$ cat src/rtl/mem_stage_pkg.sv
`default_nettype none
// ============================================================================
//  Module      : mem_stage_pkg
//  Description : Shared opcode encodings and load/store decode helpers for
//                the MEM pipeline stage.
//  Revision    : 1.0 - initial release
// ============================================================================
package mem_stage_pkg;

    localparam int OP_CODE_LEN = 8;

    localparam logic [OP_CODE_LEN-1:0] c_OP_NOP = 8'h00;
    localparam logic [OP_CODE_LEN-1:0] c_OP_ADD = 8'h01;
    localparam logic [OP_CODE_LEN-1:0] c_OP_LB  = 8'h20;
    localparam logic [OP_CODE_LEN-1:0] c_OP_LH  = 8'h21;
    localparam logic [OP_CODE_LEN-1:0] c_OP_LW  = 8'h22;
    localparam logic [OP_CODE_LEN-1:0] c_OP_LBU = 8'h24;
    localparam logic [OP_CODE_LEN-1:0] c_OP_LHU = 8'h25;
    localparam logic [OP_CODE_LEN-1:0] c_OP_SB  = 8'h28;
    localparam logic [OP_CODE_LEN-1:0] c_OP_SH  = 8'h29;
    localparam logic [OP_CODE_LEN-1:0] c_OP_SW  = 8'h2A;

    function automatic logic op_is_load(input logic [OP_CODE_LEN-1:0] op);
        return (op == c_OP_LB) || (op == c_OP_LH) || (op == c_OP_LW) ||
               (op == c_OP_LBU) || (op == c_OP_LHU);
    endfunction

    function automatic logic op_is_store(input logic [OP_CODE_LEN-1:0] op);
        return (op == c_OP_SB) || (op == c_OP_SH) || (op == c_OP_SW);
    endfunction

    // Number of bytes moved by a memory op; zero for anything else.
    function automatic logic [2:0] op_size(input logic [OP_CODE_LEN-1:0] op);
        logic [2:0] v_size;
        v_size = 3'd0;
        case (op)
            c_OP_LB, c_OP_LBU, c_OP_SB: v_size = 3'd1;
            c_OP_LH, c_OP_LHU, c_OP_SH: v_size = 3'd2;
            c_OP_LW, c_OP_SW:           v_size = 3'd4;
            default:                    v_size = 3'd0;
        endcase
        return v_size;
    endfunction

endpackage
`default_nettype wire

$ cat src/rtl/mem_stage.sv
`default_nettype none
// ============================================================================
//  Module      : mem_stage
//  Description : MEM pipeline stage. Non-memory ops pass straight through;
//                loads/stores are serialised into byte accesses on a simple
//                req/gnt memory port while the pipeline is stalled.
//  Revision    : 1.0 - initial release
// ============================================================================
module mem_stage
    import mem_stage_pkg::*;
(
    input  logic                   clk,
    input  logic                   rst,
    input  logic [OP_CODE_LEN-1:0] aluop_i,
    input  logic [31:0]            rd_data_i,
    input  logic [4:0]             rd_addr_i,
    input  logic                   rd_enable_i,
    input  logic [31:0]            mem_addr_i,
    input  logic                   stall_i,
    output logic [31:0]            rd_data_o,
    output logic [4:0]             rd_addr_o,
    output logic                   rd_enable_o,
    output logic                   stall_req_o,
    output logic                   mem_req_o,
    output logic                   mem_we_o,
    output logic [31:0]            mem_a_o,
    output logic [7:0]             mem_dout_o,
    input  logic [7:0]             mem_din_i,
    input  logic                   mem_gnt_i
);

    localparam logic [1:0] c_S_IDLE   = 2'd0;
    localparam logic [1:0] c_S_ACCESS = 2'd1;
    localparam logic [1:0] c_S_WAIT   = 2'd2;
    localparam logic [1:0] c_S_DONE   = 2'd3;

    logic [1:0]  r_state;
    logic [2:0]  r_issue;     // bytes granted so far
    logic [2:0]  r_recv;      // read bytes captured so far (also the lane index)
    logic        r_rd_pend;   // a read was granted last cycle; its byte is on mem_din_i now
    logic [31:0] r_buf;

    logic        w_is_load;
    logic        w_is_store;
    logic        w_is_mem;
    logic [2:0]  w_size;
    logic        w_last;
    logic        w_grant;
    logic [31:0] w_load_ext;

    assign w_is_load  = op_is_load(aluop_i);
    assign w_is_store = op_is_store(aluop_i);
    assign w_is_mem   = w_is_load | w_is_store;
    assign w_size     = op_size(aluop_i);
    assign w_last     = (r_issue == (w_size - 3'd1));
    assign w_grant    = (r_state == c_S_ACCESS) && mem_gnt_i;

    // Sequencer: issue bytes, collect read data, hold the result until released.
    always_ff @(posedge clk) begin
        if (rst) begin
            r_state   <= c_S_IDLE;
            r_issue   <= 3'd0;
            r_recv    <= 3'd0;
            r_rd_pend <= 1'b0;
            r_buf     <= 32'd0;
        end else begin
            r_rd_pend <= w_grant & w_is_load;
            if (r_rd_pend) begin
                r_buf[{r_recv[1:0], 3'b000} +: 8] <= mem_din_i;
                r_recv <= r_recv + 3'd1;
            end
            case (r_state)
                c_S_IDLE: begin
                    if (w_is_mem) begin
                        r_state <= c_S_ACCESS;
                        r_issue <= 3'd0;
                        r_recv  <= 3'd0;
                        r_buf   <= 32'd0;
                    end
                end
                c_S_ACCESS: begin
                    if (mem_gnt_i) begin
                        r_issue <= r_issue + 3'd1;
                        if (w_last) begin
                            // A load still has its final byte in flight.
                            r_state <= w_is_load ? c_S_WAIT : c_S_DONE;
                        end
                    end
                end
                c_S_WAIT: begin
                    r_state <= c_S_DONE;
                end
                c_S_DONE: begin
                    if (!stall_i) begin
                        r_state <= c_S_IDLE;
                    end
                end
                default: begin
                    r_state <= c_S_IDLE;
                end
            endcase
        end
    end

    // Lane extension of the assembled load data.
    always_comb begin
        w_load_ext = r_buf;
        case (aluop_i)
            c_OP_LB:  w_load_ext = {{24{r_buf[7]}}, r_buf[7:0]};
            c_OP_LH:  w_load_ext = {{16{r_buf[15]}}, r_buf[15:0]};
            c_OP_LBU: w_load_ext = {24'd0, r_buf[7:0]};
            c_OP_LHU: w_load_ext = {16'd0, r_buf[15:0]};
            default:  w_load_ext = r_buf;
        endcase
    end

    // Output decode from state; everything is forced quiet while in reset.
    always_comb begin
        rd_data_o   = 32'd0;
        rd_addr_o   = 5'd0;
        rd_enable_o = 1'b0;
        stall_req_o = 1'b0;
        mem_req_o   = 1'b0;
        mem_we_o    = 1'b0;
        mem_a_o     = 32'd0;
        mem_dout_o  = 8'd0;
        if (!rst) begin
            case (r_state)
                c_S_IDLE: begin
                    if (w_is_mem) begin
                        stall_req_o = 1'b1;
                        rd_addr_o   = rd_addr_i;
                    end else begin
                        rd_data_o   = rd_data_i;
                        rd_addr_o   = rd_addr_i;
                        rd_enable_o = rd_enable_i;
                    end
                end
                c_S_ACCESS: begin
                    stall_req_o = 1'b1;
                    rd_addr_o   = rd_addr_i;
                    mem_req_o   = 1'b1;
                    mem_we_o    = w_is_store;
                    mem_a_o     = mem_addr_i + {29'd0, r_issue};
                    if (w_is_store) begin
                        mem_dout_o = rd_data_i[{r_issue[1:0], 3'b000} +: 8];
                    end
                end
                c_S_WAIT: begin
                    stall_req_o = 1'b1;
                    rd_addr_o   = rd_addr_i;
                end
                c_S_DONE: begin
                    rd_addr_o = rd_addr_i;
                    if (w_is_load) begin
                        rd_data_o   = w_load_ext;
                        rd_enable_o = rd_enable_i;
                    end
                end
                default: begin
                    stall_req_o = 1'b0;
                end
            endcase
        end
    end

endmodule
`default_nettype wire

$ cat config.mk
export PLATFORM = sky130hd
export DESIGN_NAME = mem_stage
export DESIGN_NICKNAME = d
export VERILOG_FILES = /design/src/rtl/mem_stage_pkg.sv /design/src/rtl/mem_stage.sv
export SDC_FILE = /design/constraint.sdc
export NUM_CORES = 1
export LEC_CHECK = 0
export ABC_AREA = 1
export ABC_CLOCK_PERIOD_IN_PS = 3100
export CORE_ASPECT_RATIO = 1.2
export CORE_UTILIZATION = 45
export CTS_CLUSTER_DIAMETER = 120
export DETAILED_ROUTE_END_ITERATION = 6
export GPL_ROUTABILITY_DRIVEN = 0
export PLACE_DENSITY = 0.83
export RECOVER_POWER = 100
export SYNTH_ARGS = -nofsm -noshare
export SYNTH_HDL_FRONTEND = slang
export SYNTH_SLANG_ARGS = --single-unit
$ cat constraint.sdc
create_clock -name clk -period 3.1 [get_ports clk]
set_input_delay 0.465 -clock clk [delete_from_list [all_inputs] [get_ports clk]]
set_output_delay 0.465 -clock clk [all_outputs]
set_load 0.1 [all_outputs]
==> results.txt <==
----------------------------------------------------
[Outcome]
  Result of the run ... finished, final reports clean

[Worst hold path]
  Worst hold-check path type ... reg2reg
  Number of cells traversed by the worst hold path ... 2

[Synth]
  Fraction of registers with async set or reset after synthesis ... 0%
  Proportion of netlist area held by the largest area contributor ... 19.0%
  Mapped Nets ... between 700 and 800
  Cell area after technology mapping ... about 4200 um2
  Sequential area share after synthesis ... 19.0%
  EDFF count, synth ... 0
  Synth top area cells ... sky130_fd_sc_hd__dfxtp_1 19%, sky130_fd_sc_hd__nor2_1 13%, sky130_fd_sc_hd__nand2_1 11%
  Avg Cell Area, Syn ... 6.09 um2
  Cell count after synthesis ... slightly below 700
  Commonest cells in the synthesized netlist ... 150 x sky130_fd_sc_hd__nor2_1, 119 x sky130_fd_sc_hd__nand2_1, 66 x sky130_fd_sc_hd__inv_1
  Number of synthesized register bits ... 40
  Count leader, synth ... sky130_fd_sc_hd__nor2_1
  Leading area contributor after synthesis ... sky130_fd_sc_hd__dfxtp_1
  Number of distinct library cell variants in the gate-level netlist after synthesis ... 47
  Post-synth top flop ... sky130_fd_sc_hd__dfxtp_1
  Number of warnings printed during yosys synthesis ... 0

[STA]
  Worst slack on hold paths ... between 0.5 and 0.6 ns
  Worst Setup Slack, final ... 0.0667 ns
  Accumulated negative setup slack ... 0 ns
  Worst Clk Skew ... 0.0115 ns
  Max Transition Viols Final ... 0
  Transition time at the pin with the least slew margin ... 1.14 ns
  Count of final setup violators ... 0
  Headroom to the max-slew limit ... 24.2%
  Final hold violation count ... 0
  Share of the cycle needed by the critical path after routing ... between 90 and 100%
  Highest achievable clock rate ... between 0.3 and 0.4 GHz
  Time the worst path needs with I/O delays and setup ... 3.03 ns

[Worst setup path]
  Peak per-stage delay on the critical path ... 0.45 ns
  Top cell family by delay on the critical path ... simple AND/OR/NAND/NOR gates
  Critical Path Stages ... 11
  Highest fanout seen on the critical path ... 6
  Critical Setup Path Class ... in2out
  Crit path cell chain ... clkdlybuf4s50_1 -> ha_4 -> nand3_1 -> nand3_2 -> nand2_4 -> nor2_4 -> nand3b_1 -> nor2_2 -> nand2_1 -> a21oi_2 -> buf_12
  Critical path launch point type ... input port
  Number of cells traversed by the worst register-to-register path ... 8
  Worst Setup End Kind ... primary output
  WP buf/inv ... 2
  Data arrival, critical path ... 2.57 ns
  Data required, critical path ... 2.63 ns
  Cell with the largest stage delay on the worst path ... sky130_fd_sc_hd__clkdlybuf4s50_1

[Placement]
  Hpwl dp ... 14.0 mm
  Count of input and output buffers ... 170
  Placement-stage worst setup slack ... -0.0388 ns

[Clock tree]
  Htree depth ... 2
  TritonCTS clock tree ... yes
  Clock transition time at the flip-flop clock pins of the worst setup and hold paths ... 0.08 ns
  Sinks on the clock net ... 40
  Deepest clock path buffer count ... 2
  Clock insertion delay at the later pin of the skew report ... 0.30 ns
  Total CTS buffers ... 5
  Root buf cell ... sky130_fd_sc_hd__clkbuf_8

[Floorplanning]
  Floorplan die height ... about 110 um
  X dimension of the die ... 90.2 um
  Top-level I/O count ... 171
  Site Rows ... 38
  Starting Density ... 46.3%
  Core Area ... 9080 um2
  Total die area ... 9740 um2

[Global routing]
  Largest net degree at the start of global routing ... 35
  Via count of the first global-routing pass ... 5,714
  Wire length of the first global-routing pass ... ~28 mm
  Total overflow reported by the global router ... 0
  Initial antenna violation count ... 0
  GRT Util Overall ... 35.8%

[Route]
  Antenna Violating Nets Remaining ... 0
  Routed via count ... 5,922
  Wire per inst ... about 19 um
  Remaining design rule violation count ... 0
  Drt first-iter violations ... 422
  Via-per-instance ratio ... 6.03
  Detailed-routing iteration count for the pre-antenna-repair pass ... 7
  Total routed wirelength ... 18.3 mm

[Power]
  Pwr dens ... a little over 600 nW/um2
  Leakage component of the power ... 2.81 nW
  Max rail drop VDD ... 0.503 mV
  Total power of the final layout ... 4.36 mW

[Finish]
  Antenna diode instance count ... 0
  Net count of the finished layout ... 966
  Total of fill cells in the finished design ... slightly above 600
  Layout overhead on the synthesized area ... 70.9%
  Layout cells sized above 1 ... 26.7%

[Flow run]
  Number of max-cap violations ... 0

----------------------------------------------------
[per-stage QoR]
stage               area, um2  std cells  util, %
floorplan                4490        690        -
global placement         7110        968     78.2
detailed placement       7110        968     78.2
CTS                      7270        980     80.1
global route             7190        982     79.1
finish                   7190        982     79.1
[report_power, final]
| part | internal, mW | switching (mW) |
|---|---|---|
| sequential | 0.535 | 0.0215 |
| combinational | 1.05 | 2.28 |
| clock | 0.284 | 0.189 |
| total | 1.87 | 2.49 |
[area by class of cell]
class	count	area (um2)	area share [%]
Multi-Input combinational cell	541	3240	45.1
Timing Repair Buffer	188	2540	35.4
Sequential cell	40	801	11.1
Inverter	85	324	4.51
Tap cell	120	150	2.09
Clock buffer	7	96.3	1.34
Clock inverter	1	30.0	0.418
[tightest hold or removal path, cell delays in order (launching register included)]
cell                      delay, ns
sky130_fd_sc_hd__dfxtp_1       0.32
sky130_fd_sc_hd__nand2_1       0.08
sky130_fd_sc_hd__a21oi_1       0.06
[path summary, 6_finish.rpt]
check | from | to | slack, ns
hold / removal | r_buf[1] | r_buf[1] | 0.50
setup reg to reg | r_recv[0] | r_buf[11] | 0.63
hold reg to reg | r_buf[1] | r_buf[1] | 0.50
setup / recovery | mem_addr_i[2] | mem_a_o[29] | 0.07
[cell families after synthesis]
family | count (synthesis) | synth area share [%]
AOI/OAI and AO/OA | 152 | 23.8
xor gates and xnor gates | 9 | 1.87
adders and majority gates | 15 | 4.64
buffers and inverters | 110 | 11.0
DFF | 40 | 19.0
and+or+nand+nor | 364 | 39.7
[per-layer routing]
metal | GRT usage (%) | part of all wire [%] | up-vias
met1 | 37.7 | 33 | 2701
met2 | 68.0 | 52 | 468
met4 | 20.9 | 6.0 | 0
met5 | 0 | 0 | -
li1 | - | - | 2638
met3 | 4.87 | 8.8 | 115
[layout by cell type (no fill, tap or decap), types with 3 or more instances in the layout]
master,Yosys,final
sky130_fd_sc_hd__a21oi_1,45,24
sky130_fd_sc_hd__nand2_1,119,118
sky130_fd_sc_hd__nand3_1,16,15
sky130_fd_sc_hd__nor2_2,7,25
sky130_fd_sc_hd__clkbuf_2,0,7
sky130_fd_sc_hd__nor3_1,27,28
sky130_fd_sc_hd__o211ai_1,8,8
sky130_fd_sc_hd__o21ai_0,30,29
sky130_fd_sc_hd__nand4_1,10,10
sky130_fd_sc_hd__nor3_2,10,4
sky130_fd_sc_hd__dfxtp_1,40,40
sky130_fd_sc_hd__o211ai_2,10,10
sky130_fd_sc_hd__nor2_1,150,126
sky130_fd_sc_hd__nor4_1,5,5
sky130_fd_sc_hd__xor2_1,5,5
sky130_fd_sc_hd__inv_1,66,69
sky130_fd_sc_hd__a21oi_2,12,26
sky130_fd_sc_hd__a21oi_4,0,7
sky130_fd_sc_hd__o21ai_1,2,3
sky130_fd_sc_hd__nor3_4,1,6
sky130_fd_sc_hd__nand2_2,6,6
sky130_fd_sc_hd__buf_4,3,16
sky130_fd_sc_hd__nor2_4,2,8
sky130_fd_sc_hd__clkbuf_8,0,7
sky130_fd_sc_hd__or2_2,3,3
sky130_fd_sc_hd__clkdlybuf4s50_1,0,86
sky130_fd_sc_hd__ha_1,14,12
sky130_fd_sc_hd__a22oi_1,21,21
sky130_fd_sc_hd__buf_12,0,74
sky130_fd_sc_hd__inv_2,17,13
sky130_fd_sc_hd__xnor2_1,4,4
sky130_fd_sc_hd__nand3_4,3,4
sky130_fd_sc_hd__a31oi_1,15,14
[registers in the layout (all words and copies together) (netlist names)]
register / flops
r_state: 2
r_issue: 3
r_rd_pend: 1
r_buf: 32
r_recv: 2
[timing repair]
item,in CTS,in global routing
gates resized for setup,5,9
gates cloned,0,1
pin swaps,4,6
setup endpoints to repair,2,24
hold buffers,0,0
setup buffers,4,1
hold endpoints to repair,0,0
Power figures use the tool's default switching activity.
